[src/rtl/muldiv_pkg.sv]
`default_nettype none
// ============================================================================
// Module   : muldiv_pkg
// Brief    : Shared op codes, FSM encoding and iteration count for muldiv_unit.
// Revision : 1.0 - initial release
// ============================================================================
package muldiv_pkg;

    localparam logic [2:0] OP_MUL    = 3'd0;
    localparam logic [2:0] OP_MULH   = 3'd1;
    localparam logic [2:0] OP_MULHSU = 3'd2;
    localparam logic [2:0] OP_MULHU  = 3'd3;
    localparam logic [2:0] OP_DIV    = 3'd4;
    localparam logic [2:0] OP_DIVU   = 3'd5;
    localparam logic [2:0] OP_REM    = 3'd6;
    localparam logic [2:0] OP_REMU   = 3'd7;

    localparam int ITERS = 32;

    typedef enum logic [1:0] {
        ST_IDLE = 2'd0,
        ST_CALC = 2'd1,
        ST_SIGN = 2'd2
    } state_e;

endpackage
`default_nettype wire

[src/rtl/muldiv_if.sv]
`default_nettype none
// ============================================================================
// Module   : muldiv_if
// Brief    : Request/result bundle between regfile read ports and muldiv_unit.
// Revision : 1.0 - initial release
// ============================================================================
interface muldiv_if;
    logic        start;
    logic [2:0]  funct3;
    logic [31:0] rs1_data;
    logic [31:0] rs2_data;
    logic        busy;
    logic        done;
    logic [31:0] result;

    modport master (
        output start, funct3, rs1_data, rs2_data,
        input  busy, done, result
    );

    modport slave (
        input  start, funct3, rs1_data, rs2_data,
        output busy, done, result
    );
endinterface
`default_nettype wire

[src/rtl/muldiv_unit.sv]
`default_nettype none
// ============================================================================
// Module   : muldiv_unit
// Brief    : Iterative RV32M multiply/divide over a shared 64-bit shift path.
// Revision : 1.0 - initial release
// ============================================================================
module muldiv_unit
    import muldiv_pkg::*;
(
    input  logic     clk,
    input  logic     rst,
    muldiv_if.slave  bus
);

    state_e      state_q, state_d;
    logic [4:0]  cnt_q,   cnt_d;
    logic [2:0]  op_q,    op_d;
    logic        neg_q,   neg_d;
    logic [31:0] hi_q,    hi_d;
    logic [31:0] lo_q,    lo_d;
    logic [31:0] b_q,     b_d;
    logic [31:0] result_q, result_d;
    logic        done_q,  done_d;

    logic        w_a_signed, w_b_signed, w_s_a, w_s_b, w_neg_in;
    logic [31:0] w_a_mag, w_b_mag;
    logic        w_alu_sub;
    logic [32:0] w_alu_x, w_alu_y;
    logic [33:0] w_alu_sum;
    logic [63:0] w_prod, w_prod_s;
    logic [31:0] w_quo_s, w_rem_s;

    // MUL is treated as fully signed: the low word is identical either way.
    always_comb begin
        w_a_signed = (bus.funct3 == OP_MUL) || (bus.funct3 == OP_MULH) ||
                     (bus.funct3 == OP_MULHSU) || (bus.funct3 == OP_DIV) ||
                     (bus.funct3 == OP_REM);
        w_b_signed = (bus.funct3 == OP_MUL) || (bus.funct3 == OP_MULH) ||
                     (bus.funct3 == OP_DIV) || (bus.funct3 == OP_REM);
        w_s_a   = w_a_signed & bus.rs1_data[31];
        w_s_b   = w_b_signed & bus.rs2_data[31];
        w_a_mag = w_s_a ? (~bus.rs1_data + 32'd1) : bus.rs1_data;
        w_b_mag = w_s_b ? (~bus.rs2_data + 32'd1) : bus.rs2_data;
        case (bus.funct3)
            OP_MUL, OP_MULH, OP_DIV: w_neg_in = w_s_a ^ w_s_b;
            OP_MULHSU, OP_REM:       w_neg_in = w_s_a;
            default:                 w_neg_in = 1'b0;
        endcase
    end

    // Shared 33-bit adder: hi + multiplicand, or shifted remainder - divisor.
    always_comb begin
        w_alu_sub = op_q[2];
        if (w_alu_sub) begin
            w_alu_x = {hi_q, lo_q[31]};
            w_alu_y = ~{1'b0, b_q};
        end else begin
            w_alu_x = {1'b0, hi_q};
            w_alu_y = lo_q[0] ? {1'b0, b_q} : 33'd0;
        end
        w_alu_sum = {1'b0, w_alu_x} + {1'b0, w_alu_y} + {33'd0, w_alu_sub};
    end

    always_comb begin
        w_prod   = {hi_q, lo_q};
        w_prod_s = neg_q ? (~w_prod + 64'd1) : w_prod;
        w_quo_s  = neg_q ? (~lo_q + 32'd1) : lo_q;
        w_rem_s  = neg_q ? (~hi_q + 32'd1) : hi_q;
    end

    always_comb begin
        state_d  = state_q;
        cnt_d    = cnt_q;
        op_d     = op_q;
        neg_d    = neg_q;
        hi_d     = hi_q;
        lo_d     = lo_q;
        b_d      = b_q;
        result_d = result_q;
        done_d   = 1'b0;

        case (state_q)
            ST_IDLE: begin
                if (bus.start) begin
                    op_d  = bus.funct3;
                    cnt_d = 5'd0;
                    if (bus.funct3[2] && (bus.rs2_data == 32'd0)) begin
                        hi_d    = bus.rs1_data;
                        lo_d    = 32'hFFFF_FFFF;
                        neg_d   = 1'b0;
                        state_d = ST_SIGN;
                    end else if (((bus.funct3 == OP_DIV) || (bus.funct3 == OP_REM)) &&
                                 (bus.rs1_data == 32'h8000_0000) &&
                                 (bus.rs2_data == 32'hFFFF_FFFF)) begin
                        hi_d    = 32'd0;
                        lo_d    = 32'h8000_0000;
                        neg_d   = 1'b0;
                        state_d = ST_SIGN;
                    end else begin
                        neg_d   = w_neg_in;
                        hi_d    = 32'd0;
                        if (bus.funct3[2]) begin
                            lo_d = w_a_mag;
                            b_d  = w_b_mag;
                        end else begin
                            lo_d = w_b_mag;
                            b_d  = w_a_mag;
                        end
                        state_d = ST_CALC;
                    end
                end
            end

            ST_CALC: begin
                if (op_q[2]) begin
                    // Carry out of the subtract means shifted R >= divisor.
                    if (w_alu_sum[33]) begin
                        hi_d = w_alu_sum[31:0];
                        lo_d = {lo_q[30:0], 1'b1};
                    end else begin
                        hi_d = w_alu_x[31:0];
                        lo_d = {lo_q[30:0], 1'b0};
                    end
                end else begin
                    hi_d = w_alu_sum[32:1];
                    lo_d = {w_alu_sum[0], lo_q[31:1]};
                end
                cnt_d = cnt_q + 5'd1;
                if (cnt_q == 5'(ITERS - 1)) begin
                    state_d = ST_SIGN;
                end
            end

            ST_SIGN: begin
                case (op_q)
                    OP_MUL:                     result_d = w_prod_s[31:0];
                    OP_MULH, OP_MULHSU, OP_MULHU: result_d = w_prod_s[63:32];
                    OP_DIV, OP_DIVU:            result_d = w_quo_s;
                    default:                    result_d = w_rem_s;
                endcase
                done_d  = 1'b1;
                state_d = ST_IDLE;
            end

            default: state_d = ST_IDLE;
        endcase
    end

    always_ff @(posedge clk) begin
        if (rst) begin
            state_q  <= ST_IDLE;
            cnt_q    <= 5'd0;
            op_q     <= 3'd0;
            neg_q    <= 1'b0;
            hi_q     <= 32'd0;
            lo_q     <= 32'd0;
            b_q      <= 32'd0;
            result_q <= 32'd0;
            done_q   <= 1'b0;
        end else begin
            state_q  <= state_d;
            cnt_q    <= cnt_d;
            op_q     <= op_d;
            neg_q    <= neg_d;
            hi_q     <= hi_d;
            lo_q     <= lo_d;
            b_q      <= b_d;
            result_q <= result_d;
            done_q   <= done_d;
        end
    end

    assign bus.busy   = (state_q != ST_IDLE);
    assign bus.done   = done_q;
    assign bus.result = result_q;

endmodule
`default_nettype wire

[src/flat_wrapper.sv]
// flat-port wrapper written by rule: the top's interface ports become plain ports
module muldiv_unit_flat import muldiv_pkg::*;
  (clk, rst, bus_start, bus_funct3, bus_rs1_data, bus_rs2_data, bus_busy, bus_done, bus_result);
  muldiv_if bus_i ();
  input  logic clk;
  input  logic rst;
  input wire logic [$bits(bus_i.start)-1:0] bus_start;
  input wire logic [$bits(bus_i.funct3)-1:0] bus_funct3;
  input wire logic [$bits(bus_i.rs1_data)-1:0] bus_rs1_data;
  input wire logic [$bits(bus_i.rs2_data)-1:0] bus_rs2_data;
  output wire logic [$bits(bus_i.busy)-1:0] bus_busy;
  output wire logic [$bits(bus_i.done)-1:0] bus_done;
  output wire logic [$bits(bus_i.result)-1:0] bus_result;
  assign bus_i.start = bus_start;
  assign bus_i.funct3 = bus_funct3;
  assign bus_i.rs1_data = bus_rs1_data;
  assign bus_i.rs2_data = bus_rs2_data;
  assign bus_busy = bus_i.busy;
  assign bus_done = bus_i.done;
  assign bus_result = bus_i.result;
  muldiv_unit u_core (.clk(clk), .rst(rst), .bus(bus_i));
endmodule
[config.mk]
export PLATFORM = sky130hd
export DESIGN_NAME = muldiv_unit_flat
export DESIGN_NICKNAME = d
export VERILOG_FILES = /design/src/rtl/muldiv_pkg.sv /design/src/rtl/muldiv_if.sv /design/src/rtl/muldiv_unit.sv /design/src/flat_wrapper.sv
export SDC_FILE = /design/constraint.sdc
export NUM_CORES = 1
export LEC_CHECK = 0
export CORE_UTILIZATION = 40
export DETAILED_ROUTE_END_ITERATION = 7
export GPL_ROUTABILITY_DRIVEN = 1
export PLACE_DENSITY_LB_ADDON = 0.2
export SYNTH_ARGS = -nofsm -noshare
export SYNTH_HDL_FRONTEND = slang
export SYNTH_SLANG_ARGS = --single-unit
export TNS_END_PERCENT = 5
[constraint.sdc]
create_clock -name clk -period 4.8 [get_ports clk]
set_input_delay 0.72 -clock clk [delete_from_list [all_inputs] [get_ports clk]]
set_output_delay 0.72 -clock clk [all_outputs]
set_load 0.02 [all_outputs]
Yosys cells after proc, flatten, opt, wreduce, memory -nomap -nowiden
Index checks and enable logic that the tools add are counted.
{"block": "classes", "add_sub_neg": 8, "n_eq_ne": 16, "n_mux": 33, "n_bitwise": 11, "reduce_logical": 24}
{"operator": "32-bit two-way mux", "count": 15}
{"operator": "32-bit by 1-bit adder with 32-bit output (second input constant)", "count": 4}
{"operator": "32-bit NOT", "count": 4}
{"operator": "32-bit one-hot mux with 2 select lines", "count": 2}
{"operator": "32-bit one-hot mux with 3 select lines", "count": 1}
{"operator": "33-bit two-way mux", "count": 2}
{"operator": "64-bit by 1-bit adder with 64-bit output (second input constant)", "count": 1}
{"operator": "32-bit equality test (second input constant)", "count": 2}
{"operator": "64-bit two-way mux", "count": 1}
{"operator": "64-bit NOT", "count": 1}
{"operator": "33-bit by 33-bit adder with 34-bit output", "count": 1}
{"operator": "34-bit by 1-bit adder with 34-bit output", "count": 1}
{"operator": "32-bit NOT with 33-bit output", "count": 1}
{"operator": "32-bit logical NOT", "count": 1}
{"operator": "3-bit equality test (second input constant)", "count": 4}
{"operator": "5-bit one-hot mux with 2 select lines", "count": 1}
{"operator": "3-bit by 2-bit equality test with 1-bit output (second input constant)", "count": 3}
{"operator": "2-bit two-way mux", "count": 4}
{"operator": "1-bit logical OR", "count": 7}
{"operator": "3-bit by 1-bit equality test with 1-bit output (second input constant)", "count": 2}
{"operator": "3-bit logical NOT", "count": 2}
{"operator": "2-bit AND reduction", "count": 3}
{"operator": "3-bit OR reduction", "count": 2}
{"operator": "5-bit by 1-bit adder with 5-bit output (second input constant)", "count": 1}
{"operator": "17 further kinds", "count": 26}
{"block": "word_totals", "ff_bits": 140, "inputBits": 70, "output_inout_bits": 34, "wordCells": 101}

Logic depth before layout (Yosys ltp)
{"block": "logic_depth", "ltp_word": 12, "ltp_mapped": 17, "ltp_nobuf": 14}

Worst setup path before layout
Ideal clock, no wire load.
{"block": "synth_path", "path_type": "register to register", "from": "register u_core.op_q[2]", "to": "register u_core.hi_q[9]", "setup_time_ps": 120, "t_arrival_ps": 4139, "required_time_ps": 4680, "path_slack_ps": 541, "path_stages_with_launch": 16, "n_path_buf": 6, "period_less_slack_ps": 4259, "path_cell_list": "dfxtp_1 > clkbuf_1 > clkbuf_1 > buf_1 > mux2_2 > ha_1 > clkbuf_1 > nand3_1 > or3_1 > nand3b_1 > a31oi_1 > or3_1 > clkbuf_1 > clkbuf_1 > nor2_1 > o31a_1"}
{"block": "synth_via", "elab_chain_cells": 6, "elab_cells_between_ends": 7, "cone_classes": "add/sub: 2; mux: 5"}
{"item": "from (decl)", "line_no": "muldiv_unit.sv:17", "text": "logic [2:0] op_q, op_d;"}
{"item": "from (signal assigned)", "line_no": "muldiv_unit.sv:163", "text": "op_q <= op_d;"}
{"item": "33-bit two-way mux", "line_no": "muldiv_unit.sv:54", "text": "if (w_alu_sub) begin"}
{"item": "33-bit by 33-bit adder with 34-bit output", "line_no": "muldiv_unit.sv:61", "text": "w_alu_sum = {1'b0, w_alu_x} + {1'b0, w_alu_y} + {33'd0, w_alu_sub};"}
{"item": "34-bit by 1-bit adder with 34-bit output", "line_no": "muldiv_unit.sv:61"}
{"item": "32-bit two-way mux", "line_no": "muldiv_unit.sv:117", "text": "if (w_alu_sum[33]) begin"}
{"item": "32-bit two-way mux *", "line_no": "muldiv_unit.sv:115", "text": "if (op_q[2]) begin"}
{"item": "32-bit one-hot mux with 2 select lines *", "line_no": "muldiv_unit.sv:82", "text": "case (state_q)"}
{"item": "to (signal assigned)", "line_no": "muldiv_unit.sv:165", "text": "hi_q <= hi_d;"}
{"item": "to (decl)", "line_no": "muldiv_unit.sv:19", "text": "logic [31:0] hi_q, hi_d;"}
Mark *: on every way between the ends. The rest lies on a longest branch, timed or not.
A chain may end at the register's enable or synchronous reset.

Final worst setup path
{"block": "layout_path", "from": "register u_core.op_q[2]", "to": "register u_core.hi_q[31]"}
The elaborated chain is that of the path after synthesis.

==> flow_summary.ini <==
[hold_path]
hold_class = flip-flop to flip-flop
holdPathEnd = u_core.bus.result[18]
min_path_cells = 2
hold_start = u_core.bus.result[18]

[synthesis]
synthCells = 1944
synth_compound_area_share_pct = 31.49
post-synth-top-count-cell = nand2_1
synthArstFlopShare_pct = 0
synth_warnings = 0
synth_ff_type = dfxtp_1
ys_top_cells_by_count = nand2_1, a21oi_1, nor2_1, clkbuf_1, o21ai_0
yosysUniqueCellTypes = 78
synth_area_sq_mm = 0.01366
synth_fa_ha_area_share_pct = 3.775
synthTopCellsByArea = dfxtp_1, a21oi_1, nand2_1
synth_top_area_share_pct = 20.52
synth_top_family_by_area = compound AO/OA/AOI/OAI gates
syn_nets = 2054
synth_top_area_cell = dfxtp_1
synthSimpleGateAreaFrac_pct = 23.11
ys_seq_area_share_pct = 20.52
synth-xor-area-share_pct = 9.492
synth_edf_count = 0
syn-mean-instance-area_sq_um = 7.024
muxShareOfSynthArea_pct = 5.397
ys_seq_elements = 140

[cts]
cts_tree = done
clockBufferDepth = 2
cts_max_level = 4
insertion_delay_ns = 0.45
cts_resized = 0
cts_sinks = 140
cts_buffers = 17
post-cts-setup-buffer-count = 0
hold_buffers = 0
clk_pin_slew_ns = 0.07
cts_root_buf = clkbuf_16

[detailed_routing]
finalWirelength_microns = 57370
post_drt_wl_per_cell_microns = 23.73
vias_per_cell = 6.397
firstDrtPassIters = 6
drt_iter0_drc = 1818
route.detailed.drc = 0
antenna_left = 0
num_vias = 15470

[power_and_ir_drop]
ir_drop_v = 0.0002583
p_leak_uw = 0.005637
power_density_mw_per_mm2 = 260.1

[finish]
fillerInstances = 3436
finish.utilization_pct = 46.98
diodes = 0
fin_area_sq_mm = 0.01575
final_nets = 2067
synthToLayoutAreaGrowth_pct = 15.37
drive_above_1_share_pct = 8.274

[setup_path]
critPathMaxFanout = 46
crit_chain = buf_4 -> mux2_2 -> ha_1 -> nand3_1 -> or3_1 -> nand3b_1 -> a31oi_1 -> or3_1 -> buf_4 -> and2_1 -> mux2i_1 -> a211oi_1
end_kind = flip-flop
reg2reg_slack_ns = 0.40
crit_path_start_kind = flip-flop
crit_arrival_ns = 4.77
ff2ff_path_depth = 12
r2r_start = u_core.op_q[2]
cpMaxStageDelayCell = dfxtp_4
cpPeakStageDelay_ns = 0.60
required_ns = 5.17
r2r-end = u_core.hi_q[31]
critPathKind = flip-flop to flip-flop

[placement]
gp_congestion = 0.9860
io_buffers = 103
dpl.hpwl_microns = 43390
place_area_sq_mm = 0.01513
pre_cts_ws_ns = 0.2456

[global_routing]
grt_pass1_wl_microns = 86860
grt_max_degree = 78
antenna_found_initial = 0
grt_usage_pct = 32.29
grt_pass1_vias = 14230
overflow = 0

[die]
initial_core_util_pct = 40.72
die_h_microns = 186.8
dieArea_sq_mm = 0.03488
die_w_microns = 186.8
core_area_sq_mm = 0.03353
ios = 104
rows = 67

[timing]
finalCritPeriodShare_pct = 91.69
timing.final.crit_period_ns = 4.401
worst_slew_margin_rel_pct = 22.57
final-hold-violation-count = 0
rsz0062_at_grt = false
drv_slew = 0
worst_pin_slew_ns = 1.151
setup_ws_ns = 0.3990
max_freq_mhz = 227.2
tns_ns = 0
fin_worst_skew_ns = 0.01801
setup_violations = 0

[run]
cap_violations = 0

[status]
status = completed
## placed cells by master (no fill, tap or decap), types with 41 or more instances in the layout
| master | synthesis | layout |
|---|---|---|
| a21oi_1 | 183 | 183 |
| buf_4 | 2 | 63 |
| xor2_1 | 69 | 69 |
| o21ai_0 | 150 | 150 |
| mux2i_1 | 41 | 41 |
| nand2_1 | 218 | 218 |
| dfxtp_1 | 140 | 138 |
| xnor2_1 | 79 | 79 |
| clkdlybuf4s50_1 | 0 | 101 |
| nor3_1 | 79 | 78 |
| nor2_1 | 174 | 171 |
## state kept, by name, indices dropped and copies added, names as in the netlist
name and flops:
u_core.cnt_q 5, u_core.op_q 3, u_core.b_q 32, u_core.bus.done 1
u_core.hi_q 32, u_core.bus.result 32, u_core.state_q 2, u_core.lo_q 32
u_core.neg_q 1
## worst max-delay path by stage
stage / endpoint / slack, ns / startpoint
after floorplan: u_core.hi_q[9] / 0.54 / u_core.op_q[2]
after global placement: u_core.lo_q[0] / 0.20 / bus_rs2_data[2]
after CTS: u_core.hi_q[31] / 0.47 / u_core.op_q[2]
final: u_core.hi_q[31] / 0.40 / u_core.op_q[2]
after global routing: u_core.hi_q[31] / 0.18 / u_core.op_q[2]
after detailed placement: u_core.lo_q[0] / 0.25 / bus_rs2_data[2]
## per-stage QoR
| step | power (uW) | hold WS (ns) | instances |
|---|---|---|---|
| after global routing | 4268 | 0.4908 | 2418 |
| after global placement | 2604 | 0.4504 | 2386 |
| after floorplan | 2154 | 0.4415 | 1944 |
| final | 4097 | 0.4648 | 2418 |
| after CTS | 4071 | 0.4653 | 2418 |
| after detailed placement | 2613 | 0.4576 | 2386 |
## cells by family after synthesis
logic type / count (synthesis)
and+or+nand+nor: 668
AOI/OAI and AO/OA: 662
xor gates and xnor gates: 148
buffers and inverters: 216
DFF: 140
muxes: 70
adders and majority gates: 40
## power breakdown
part	internal [uW]	switching, uW
logic	465	813
clock network	874	591
registers	1230	123
total	2570	1530
## layout make-up
class | instances | area (sq um) | share of cell area, %
well taps | 448 | 560.5 | 3.558
repair buffers | 169 | 1569 | 9.959
multi-input cells | 1588 | 10040 | 63.72
clock buffers | 19 | 432.9 | 2.748
flip-flops and latches | 140 | 2808 | 17.82
inverters | 41 | 153.9 | 0.9769
clock inverters | 13 | 191.4 | 1.215
## routing by layer
metal	up-vias	wire, microns	GRT usage [%]
met1	7416	25230	43.68
li1	7204	-	-
met2	736	24800	49.14
met5	-	0	0
met4	0	2565	14.69
met3	111	4776	6.639
## worst max-delay path: cells and delay by family, from the launching register on
family / cells / cell delay [ns]
adder cells (fa/ha/maj): 1 / 0.48
AND/OR/NAND/NOR: 5 / 1.41
flip-flops: 1 / 0.60
multiplexers: 2 / 0.46
buffers and inverters: 2 / 0.81
AO/OA/AOI/OAI: 2 / 0.50
Note: power is estimated with default switching activity, not from simulation.
